===== config.mk =====
export PLATFORM = sky130hd
export DESIGN_NAME = dvp_capture_ctrl_flat
export DESIGN_NICKNAME = d
export VERILOG_FILES = /design/src/rtl/dvp_pkg.sv /design/src/rtl/dvp_capture_ctrl_if.sv /design/src/rtl/dvp_skid_reg.sv /design/src/rtl/dvp_capture_ctrl.sv /design/src/flat_wrapper.sv
export SDC_FILE = /design/constraint.sdc
export NUM_CORES = 1
export LEC_CHECK = 0
export CORE_MARGIN = 5
export CORE_UTILIZATION = 53
export DETAILED_ROUTE_END_ITERATION = 6
export MAX_ROUTING_LAYER = met4
export PLACE_DENSITY = 0.8
export SLEW_MARGIN = 20
export SYNTH_ARGS = -nofsm -noshare
export SYNTH_HDL_FRONTEND = slang
export SYNTH_SLANG_ARGS = --single-unit

===== constraint.sdc =====
create_clock -name pclk -period 3.7 [get_ports pclk]
set_clock_uncertainty 0.05 [all_clocks]
set_input_delay 0.925 -clock pclk [delete_from_list [all_inputs] [get_ports pclk]]
set_output_delay 0.925 -clock pclk [all_outputs]
set_load 0.005 [all_outputs]

===== src/rtl/dvp_pkg.sv =====
// Shared DVP definitions: default frame geometry, capture FSM states and the
// beat record carried through the output register.
package dvp_pkg;

  localparam int DVP_BYTES_PER_LINE = 1280;
  localparam int DVP_LINES          = 480;
  localparam int DVP_CNT_W          = 12;

  typedef enum logic [1:0] {
    ST_IDLE,
    ST_WAIT_SOF,
    ST_CAPTURE,
    ST_DROP
  } dvp_state_e;

  typedef struct packed {
    logic       user;
    logic       last;
    logic [7:0] data;
  } dvp_beat_t;

endpackage


===== src/rtl/dvp_capture_ctrl_if.sv =====
// Stream bundle around the capture controller: receiver-side input stream
// (no tready) and the back-pressured sink-side output stream.
interface dvp_capture_ctrl_if;

  logic [7:0] s_tdata;
  logic       s_tvalid;
  logic       s_tlast;
  logic       s_tuser;

  logic [7:0] m_tdata;
  logic       m_tvalid;
  logic       m_tready;
  logic       m_tlast;
  logic       m_tuser;

  modport slave (
    input  s_tdata, s_tvalid, s_tlast, s_tuser, m_tready,
    output m_tdata, m_tvalid, m_tlast, m_tuser
  );

  modport master (
    output s_tdata, s_tvalid, s_tlast, s_tuser, m_tready,
    input  m_tdata, m_tvalid, m_tlast, m_tuser
  );

endinterface


===== src/rtl/dvp_skid_reg.sv =====
// One-entry output register toward the sink. Since the source cannot be
// stalled, a beat offered while the entry is stuck is flagged as overflow.
module dvp_skid_reg
  import dvp_pkg::*;
(
  input  logic      clk,
  input  logic      rst,
  input  logic      i_valid,
  input  dvp_beat_t i_beat,
  input  logic      i_ready,
  output logic      o_valid,
  output dvp_beat_t o_beat,
  output logic      o_overflow
);

  logic      r_valid;
  dvp_beat_t r_beat;
  logic      w_load;

  assign o_overflow = i_valid & r_valid & ~i_ready;
  assign w_load     = i_valid & ~o_overflow;

  // Loading while the held beat is being taken keeps full throughput.
  always_ff @(posedge clk or posedge rst) begin
    if (rst) begin
      r_valid <= 1'b0;
      r_beat  <= '0;
    end else if (w_load) begin
      r_valid <= 1'b1;
      r_beat  <= i_beat;
    end else if (i_ready) begin
      r_valid <= 1'b0;
    end
  end

  assign o_valid = r_valid;
  assign o_beat  = r_beat;

endmodule


===== src/rtl/dvp_capture_ctrl.sv =====
// Frame capture controller: arms on command, aligns to start-of-frame, checks
// line/frame geometry and drops frames damaged by sink back-pressure.
module dvp_capture_ctrl
  import dvp_pkg::*;
#(
  parameter int BYTES_PER_LINE = DVP_BYTES_PER_LINE,
  parameter int LINES          = DVP_LINES,
  parameter int CNT_W          = DVP_CNT_W
) (
  input  logic              pclk,
  input  logic              rst,
  dvp_capture_ctrl_if.slave bus,
  input  logic              start,
  input  logic              stop,
  input  logic              continuous,
  input  logic              clr_err,
  output logic              busy,
  output logic              frame_done,
  output logic [15:0]       frame_cnt,
  output logic              err_overflow,
  output logic              err_geometry
);

  localparam logic [CNT_W-1:0] BPL_C       = CNT_W'(BYTES_PER_LINE);
  localparam logic [CNT_W-1:0] LAST_LINE_C = CNT_W'(LINES - 1);
  localparam logic [CNT_W-1:0] SAT_C       = '1;

  dvp_state_e       r_state, w_stateNext;
  logic [CNT_W-1:0] r_byteCnt, w_byteCntNext;
  logic [CNT_W-1:0] r_lineCnt, w_lineCntNext;
  logic [CNT_W-1:0] w_bcBase, w_lcBase, w_bcInc;
  logic             r_stopPend, w_stopPendNext;
  logic             r_frameDone, w_frameDone;
  logic [15:0]      r_frameCnt;
  logic             r_errOvf, r_errGeom;
  logic             w_setOvf, w_setGeom;
  logic             w_take, w_restart, w_midSof, w_overflow;
  logic             w_outValid;
  dvp_beat_t        w_inBeat, w_outBeat;

  // A beat is offered to the output register only when the FSM wants it.
  assign w_take = bus.s_tvalid & (
                    ((r_state == ST_WAIT_SOF) & ~stop & bus.s_tuser) |
                    (r_state == ST_CAPTURE) |
                    ((r_state == ST_DROP) & ~stop & bus.s_tuser & continuous & ~r_stopPend));
  assign w_restart = w_take & ((r_state != ST_CAPTURE) | bus.s_tuser);
  assign w_midSof  = w_take & (r_state == ST_CAPTURE) & bus.s_tuser;
  assign w_bcBase  = w_restart ? '0 : r_byteCnt;
  assign w_lcBase  = w_restart ? '0 : r_lineCnt;
  assign w_bcInc   = w_bcBase + CNT_W'(1);
  assign w_inBeat  = {bus.s_tuser, bus.s_tlast, bus.s_tdata};

  dvp_skid_reg u_skid (
    .clk        (pclk),
    .rst        (rst),
    .i_valid    (w_take),
    .i_beat     (w_inBeat),
    .i_ready    (bus.m_tready),
    .o_valid    (w_outValid),
    .o_beat     (w_outBeat),
    .o_overflow (w_overflow)
  );

  always_comb begin
    w_stateNext    = r_state;
    w_byteCntNext  = r_byteCnt;
    w_lineCntNext  = r_lineCnt;
    w_stopPendNext = r_stopPend;
    w_frameDone    = 1'b0;
    w_setOvf       = 1'b0;
    w_setGeom      = w_midSof;

    case (r_state)
      ST_IDLE:     if (start & ~stop) w_stateNext = ST_WAIT_SOF;
      ST_WAIT_SOF: if (stop) w_stateNext = ST_IDLE;
      ST_CAPTURE:  if (stop) w_stopPendNext = 1'b1;
      ST_DROP: begin
        if (stop) w_stateNext = ST_IDLE;
        else if (bus.s_tvalid & bus.s_tuser & ~w_take) w_stateNext = ST_IDLE;
      end
      default:     w_stateNext = ST_IDLE;
    endcase

    // Beat bookkeeping; a lost beat abandons the frame until the next SOF.
    if (w_take) begin
      if (w_overflow) begin
        w_setOvf      = 1'b1;
        w_stateNext   = ST_DROP;
        w_byteCntNext = '0;
        w_lineCntNext = '0;
      end else begin
        w_stateNext = ST_CAPTURE;
        if (bus.s_tlast) begin
          if (w_bcInc != BPL_C) w_setGeom = 1'b1;
          w_byteCntNext = '0;
          if (w_lcBase == LAST_LINE_C) begin
            w_frameDone   = 1'b1;
            w_lineCntNext = '0;
            w_stateNext   = (continuous & ~(r_stopPend | stop)) ? ST_WAIT_SOF : ST_IDLE;
          end else begin
            w_lineCntNext = w_lcBase + CNT_W'(1);
          end
        end else begin
          w_byteCntNext = (w_bcBase == SAT_C) ? w_bcBase : w_bcInc;
          w_lineCntNext = w_lcBase;
        end
      end
    end

    if (w_stateNext == ST_IDLE) w_stopPendNext = 1'b0;
  end

  always_ff @(posedge pclk or posedge rst) begin
    if (rst) begin
      r_state     <= ST_IDLE;
      r_byteCnt   <= '0;
      r_lineCnt   <= '0;
      r_stopPend  <= 1'b0;
      r_frameDone <= 1'b0;
      r_frameCnt  <= '0;
      r_errOvf    <= 1'b0;
      r_errGeom   <= 1'b0;
    end else begin
      r_state     <= w_stateNext;
      r_byteCnt   <= w_byteCntNext;
      r_lineCnt   <= w_lineCntNext;
      r_stopPend  <= w_stopPendNext;
      r_frameDone <= w_frameDone;
      r_frameCnt  <= r_frameCnt + {15'd0, w_frameDone};
      if (w_setOvf) r_errOvf <= 1'b1;
      else if (clr_err) r_errOvf <= 1'b0;
      if (w_setGeom) r_errGeom <= 1'b1;
      else if (clr_err) r_errGeom <= 1'b0;
    end
  end

  assign bus.m_tvalid = w_outValid;
  assign bus.m_tdata  = w_outBeat.data;
  assign bus.m_tlast  = w_outBeat.last;
  assign bus.m_tuser  = w_outBeat.user;

  assign busy         = (r_state != ST_IDLE);
  assign frame_done   = r_frameDone;
  assign frame_cnt    = r_frameCnt;
  assign err_overflow = r_errOvf;
  assign err_geometry = r_errGeom;

endmodule


===== src/flat_wrapper.sv =====
// flat-port wrapper written by rule: the top's interface ports become plain ports
module dvp_capture_ctrl_flat import dvp_pkg::*;
#(
  parameter int BYTES_PER_LINE = DVP_BYTES_PER_LINE,
  parameter int LINES          = DVP_LINES,
  parameter int CNT_W          = DVP_CNT_W
)
  (pclk, rst, start, stop, continuous, clr_err, busy, frame_done, frame_cnt, err_overflow, err_geometry, bus_s_tdata, bus_s_tvalid, bus_s_tlast, bus_s_tuser, bus_m_tready, bus_m_tdata, bus_m_tvalid, bus_m_tlast, bus_m_tuser);
  dvp_capture_ctrl_if bus_i ();
  input  logic pclk;
  input  logic rst;
  input  logic start;
  input  logic stop;
  input  logic continuous;
  input  logic clr_err;
  output logic busy;
  output logic frame_done;
  output logic [15:0] frame_cnt;
  output logic err_overflow;
  output logic err_geometry;
  input wire logic [$bits(bus_i.s_tdata)-1:0] bus_s_tdata;
  input wire logic [$bits(bus_i.s_tvalid)-1:0] bus_s_tvalid;
  input wire logic [$bits(bus_i.s_tlast)-1:0] bus_s_tlast;
  input wire logic [$bits(bus_i.s_tuser)-1:0] bus_s_tuser;
  input wire logic [$bits(bus_i.m_tready)-1:0] bus_m_tready;
  output wire logic [$bits(bus_i.m_tdata)-1:0] bus_m_tdata;
  output wire logic [$bits(bus_i.m_tvalid)-1:0] bus_m_tvalid;
  output wire logic [$bits(bus_i.m_tlast)-1:0] bus_m_tlast;
  output wire logic [$bits(bus_i.m_tuser)-1:0] bus_m_tuser;
  assign bus_i.s_tdata = bus_s_tdata;
  assign bus_i.s_tvalid = bus_s_tvalid;
  assign bus_i.s_tlast = bus_s_tlast;
  assign bus_i.s_tuser = bus_s_tuser;
  assign bus_i.m_tready = bus_m_tready;
  assign bus_m_tdata = bus_i.m_tdata;
  assign bus_m_tvalid = bus_i.m_tvalid;
  assign bus_m_tlast = bus_i.m_tlast;
  assign bus_m_tuser = bus_i.m_tuser;
  dvp_capture_ctrl #(.BYTES_PER_LINE(BYTES_PER_LINE), .LINES(LINES), .CNT_W(CNT_W)) u_core (.pclk(pclk), .rst(rst), .bus(bus_i), .start(start), .stop(stop), .continuous(continuous), .clr_err(clr_err), .busy(busy), .frame_done(frame_done), .frame_cnt(frame_cnt), .err_overflow(err_overflow), .err_geometry(err_geometry));
endmodule

==> results by group <==
Run status
  – Status: finished clean

Synth
  – Sequential share of the synthesized area: 0.5000
  – Netlist area before placement: roughly 2900 um2
  – Synth Net Count: 323
  – Cell taking the most area after synthesis: dfrtp_1
  – Proportion of netlist area held by the largest area contributor: 0.5000
  – Proportion of synthesized area in mux cells: 0
  – Mean instance size in the synthesized netlist: 9.478 um2
  – Yosys cell types: between 40 and 50
  – Synth Register Bits: 57
  – Commonest register cell after synthesis: dfrtp_1
  – Async SR Flop Fraction: 1.000
  – Adder and majority cell fraction of the synthesized area: 0.01754
  – Simple-gate portion of the synthesized area: 0.2329
  – Fraction of the mapped netlist area in compound gates: 0.1526
  – Synthesized-area fraction occupied by xor and xnor cells: 0.06754
  – Number of enable flip-flop cells after synthesis: 0
  – Top post-synthesis cells by area: dfrtp_1 50%, nand2_1 7.9%, xnor2_1 4.9%
  – Total number of yosys warnings: 0
  – Largest family of logic cells by synthesized area: simple AND/OR/NAND/NOR gates
  – Post-Synthesis Cells: 301

Clock tree
  – Clock sink count: 57
  – Clock input transition at the sequential cells of the worst setup and hold paths: about 0.060 ns
  – Max Buffers Root-to-Sink: 2
  – Total number of H-tree levels: 3
  – Clock tree from TritonCTS: built
  – Quantity of hold-fixing buffers added after cts: 0
  – TritonCTS Buffers: 9
  – Later-pin clock latency in the skew report: about 0.33 ns
  – CTS Root Buffer Type: clkbuf_8

Placement
  – Placed Instance Area: 3545 um2
  – Routability cong.: 0.8609
  – Count of buffers from port buffering: between 40 and 50
  – HPWL reported at the end of detailed placement: between 4000 and 5000 um

Timing
  – Post-route clock period utilization: 0.9314
  – Max Fclk: about 0.29 GHz
  – Tightest slew margin relative to the limit: 0.5832
  – # setup viols final: 0
  – Final hold violation count: 0
  – Worst Hold Slack: around 0.42 ns
  – Slew at the pin closest to its max-slew limit: between 0.6 and 0.7 ns
  – Final number of max-transition violations: 0
  – RSZ-0062 raised after global routing: no
  – Total Neg Setup Slack: 0 ns
  – Post-layout minimum cycle time: 3.446 ns

Cells and area
  – Antenna Diode Count: 0
  – Relative area change from synthesis to final layout: 30.44%
  – Layout cells sized above 1: 0.1250
  – Area taken by multi-input logic gates: around 1300 um2
  – Finished layout cell area: 3721 um2
  – Sequential cell area in the final layout: 1426 um2
  – Filler Cell Count: 384
  – Total Nets Final: between 300 and 400

Setup path
  – Top fanout value on the critical path: 4
  – Crit. Startpoint: bus_s_tuser
  – Endpoint of the worst register-to-register path: u_core.frame_cnt[8]
  – Required time worst endpoint: 3.89 ns
  – Slack of the worst reg-to-reg path: ~0.85 ns
  – Data arrival time at the worst-slack endpoint: 3.64 ns
  – Type of origin of the critical path: input port
  – Worst Reg2Reg Path Length in Cells: 15
  – R2R Path Start: u_core.r_state[1]
  – Setup crit end kind: flop
  – Critical path class: in -> reg

Power
  – P_leak: 0.001688 uW
  – Peak VDD IR: 0.3838 mV
  – Share of power burned in combinational logic: 0.305
  – Cell internal power dissipation: 1302 uW
  – Sequential group share of total power: 0.431
  – Switching power: 595.9 uW
  – Part of the total power dissipated in the clock network: 0.264
  – Switching fraction of total power: 0.3140
  – Power density over the cells: about 500 nW/um2
  – Tot Pwr: 1898 uW

Global route
  – Vias in the first global route: between 2000 and 2500
  – Total overflow reported by the global router: 0
  – Maximum number of pins on one net before global-route repair: 30
  – All-layer global routing usage: 0.2073
  – First-pass GRT wire length: 11320 um
  – Antenna violations before repair: 0

Min path
  – Terminating pin of the worst hold path: u_core.frame_cnt[15]
  – Hold-critical path depth: 1
  – Start point of the worst min-delay path: u_core.frame_cnt[15]
  – Class of the worst hold path: reg -> reg

Route
  – First-pass iteration count of the detailed router: 4
  – Post-DR wirelength/cell: 14.82 um
  – DRC errors left: 0
  – Wire length after detailed routing: 6608 um
  – Via-to-Cell Ratio: 5.549
  – Initial detailed-routing violation count: 100
  – Number of nets with antenna violations after routing: 0
  – Via total after detailed routing: 2475

Floorplanning
  – Die Outline Area: 6950 um2
  – Die outline height: 83.37 um
  – Number of top-level pins: just under 50
  – Std cell rows: 26
  – Core region area: 5172 um2
  – Initial standard-cell utilization of the core: 0.5515
  – Die width: about 83 um

Flow run
  – Max cap viols: 0
## metrics by stage
step	util	setup WS, ns	instances
after detailed placement	0.6853	-0.1050	430
after global placement	0.6853	0.05004	430
after CTS	0.7189	0.2179	446
after global routing	0.7194	0.001801	446
final	0.7194	0.2537	446
after floorplan	-	0.01704	301
## critical path, cell delays in order
cell and delay, ns:
clkdlybuf4s50_1 0.47, nand3_2 0.14, a211oi_4 0.05, nor2_2 0.17, and2_1 0.17, ha_1 0.18, nand4_1 0.14, nor3_2 0.16
nand2_1 0.10, nor2_1 0.16, ha_1 0.22, ha_1 0.18, nand4_1 0.12, buf_4 0.16, nor2_1 0.12, xor2_1 0.18
## cell families after synthesis
family,Yosys count
AND/OR/NAND/NOR,134
AO/OA/AOI/OAI,65
flip-flops,57
XOR/XNOR,22
buffers and inverters,19
adder cells (fa/ha/maj),4
## how the worst max path moves through the flow
| stage | to | slack [ns] | depth (start not counted) |
|---|---|---|---|
| global route | u_core.frame_cnt[8] | 0.002 | 16 |
| detailed placement | u_core.frame_cnt[8] | -0.10 | 16 |
| floorplan | u_core.frame_cnt[13] | 0.02 | 15 |
| global placement | u_core.frame_cnt[14] | 0.05 | 16 |
| finish | u_core.frame_cnt[8] | 0.25 | 16 |
| CTS | u_core.frame_cnt[8] | 0.22 | 16 |
## area by class of cell
| type | instances | share of cell area |
|---|---|---|
| sequential | 57 | 0.3833 |
| multi-input combinational | 225 | 0.3615 |
| timing repair buffer | 70 | 0.1769 |
| clock buffer | 13 | 0.04270 |
| tap | 70 | 0.02354 |
| inverter | 8 | 0.008070 |
| clock inverter | 3 | 0.004035 |
## flip-flops by register name (all words and copies together), names as in the netlist
name,count
u_core.err_geometry,1
u_core.err_overflow,1
u_core.frame_cnt,16
u_core.frame_done,1
u_core.r_byteCnt,12
u_core.r_lineCnt,12
u_core.r_state,2
u_core.r_stopPend,1
u_core.u_skid.o_beat,10
u_core.u_skid.o_valid,1
## Yosys cell counts (all sizes together), types with 2 or more instances
library cell  instances
a211oi                4
a21oi                18
a22o                  7
a31oi                 7
a41oi                 2
and2                  5
and3                  8
and4                  3
buf                   8
clkbuf                3
dfrtp                57
ha                    4
inv                   8
nand2                60
nand2b                3
nand3                17
nand4                10
nand4b                2
nor2                 15
nor3                  4
o21ai                16
o31a                  2
o31ai                 2
or2                   2
xnor2                16
xor2                  6
## layout by cell type (no fill, tap or decap), types with 4 or more instances in the layout
cell / count
a31oi_1: 7
nand4_1: 10
clkbuf_8: 11
inv_1: 7
and2_1: 5
o21ai_1: 4
xnor2_1: 16
clkdlybuf4s50_1: 48
dfrtp_1: 57
o21ai_0: 12
a21oi_1: 17
nand2_1: 60
ha_1: 4
a22o_1: 7
and3_1: 8
nor2_1: 14
xor2_1: 6
nand3_1: 16
buf_4: 21
## power by group through the flow
stage	clock [uW]	combinational (uW)	sequential, uW
after detailed placement	0	583	826
after global placement	0	567	822
final	501	579	817
after floorplan	0	306	817
after CTS	516	585	815
after global routing	546	642	836
## timing repair
action / 4_1_cts / 5_1_grt
endpoints found under the setup margin: 0 / 8
gates resized for setup: 0 / 1
buffers inserted: 0 / 0
## metal layers
metal,GRT usage,part of all wire,vias up
li1,-,-,1208
met1,0.2443,0.43,1198
met2,0.3389,0.50,55
met3,0.05446,0.049,14
met4,0.08172,0.016,0
met5,-,0,-
Note: power is estimated with default switching activity, not from simulation.
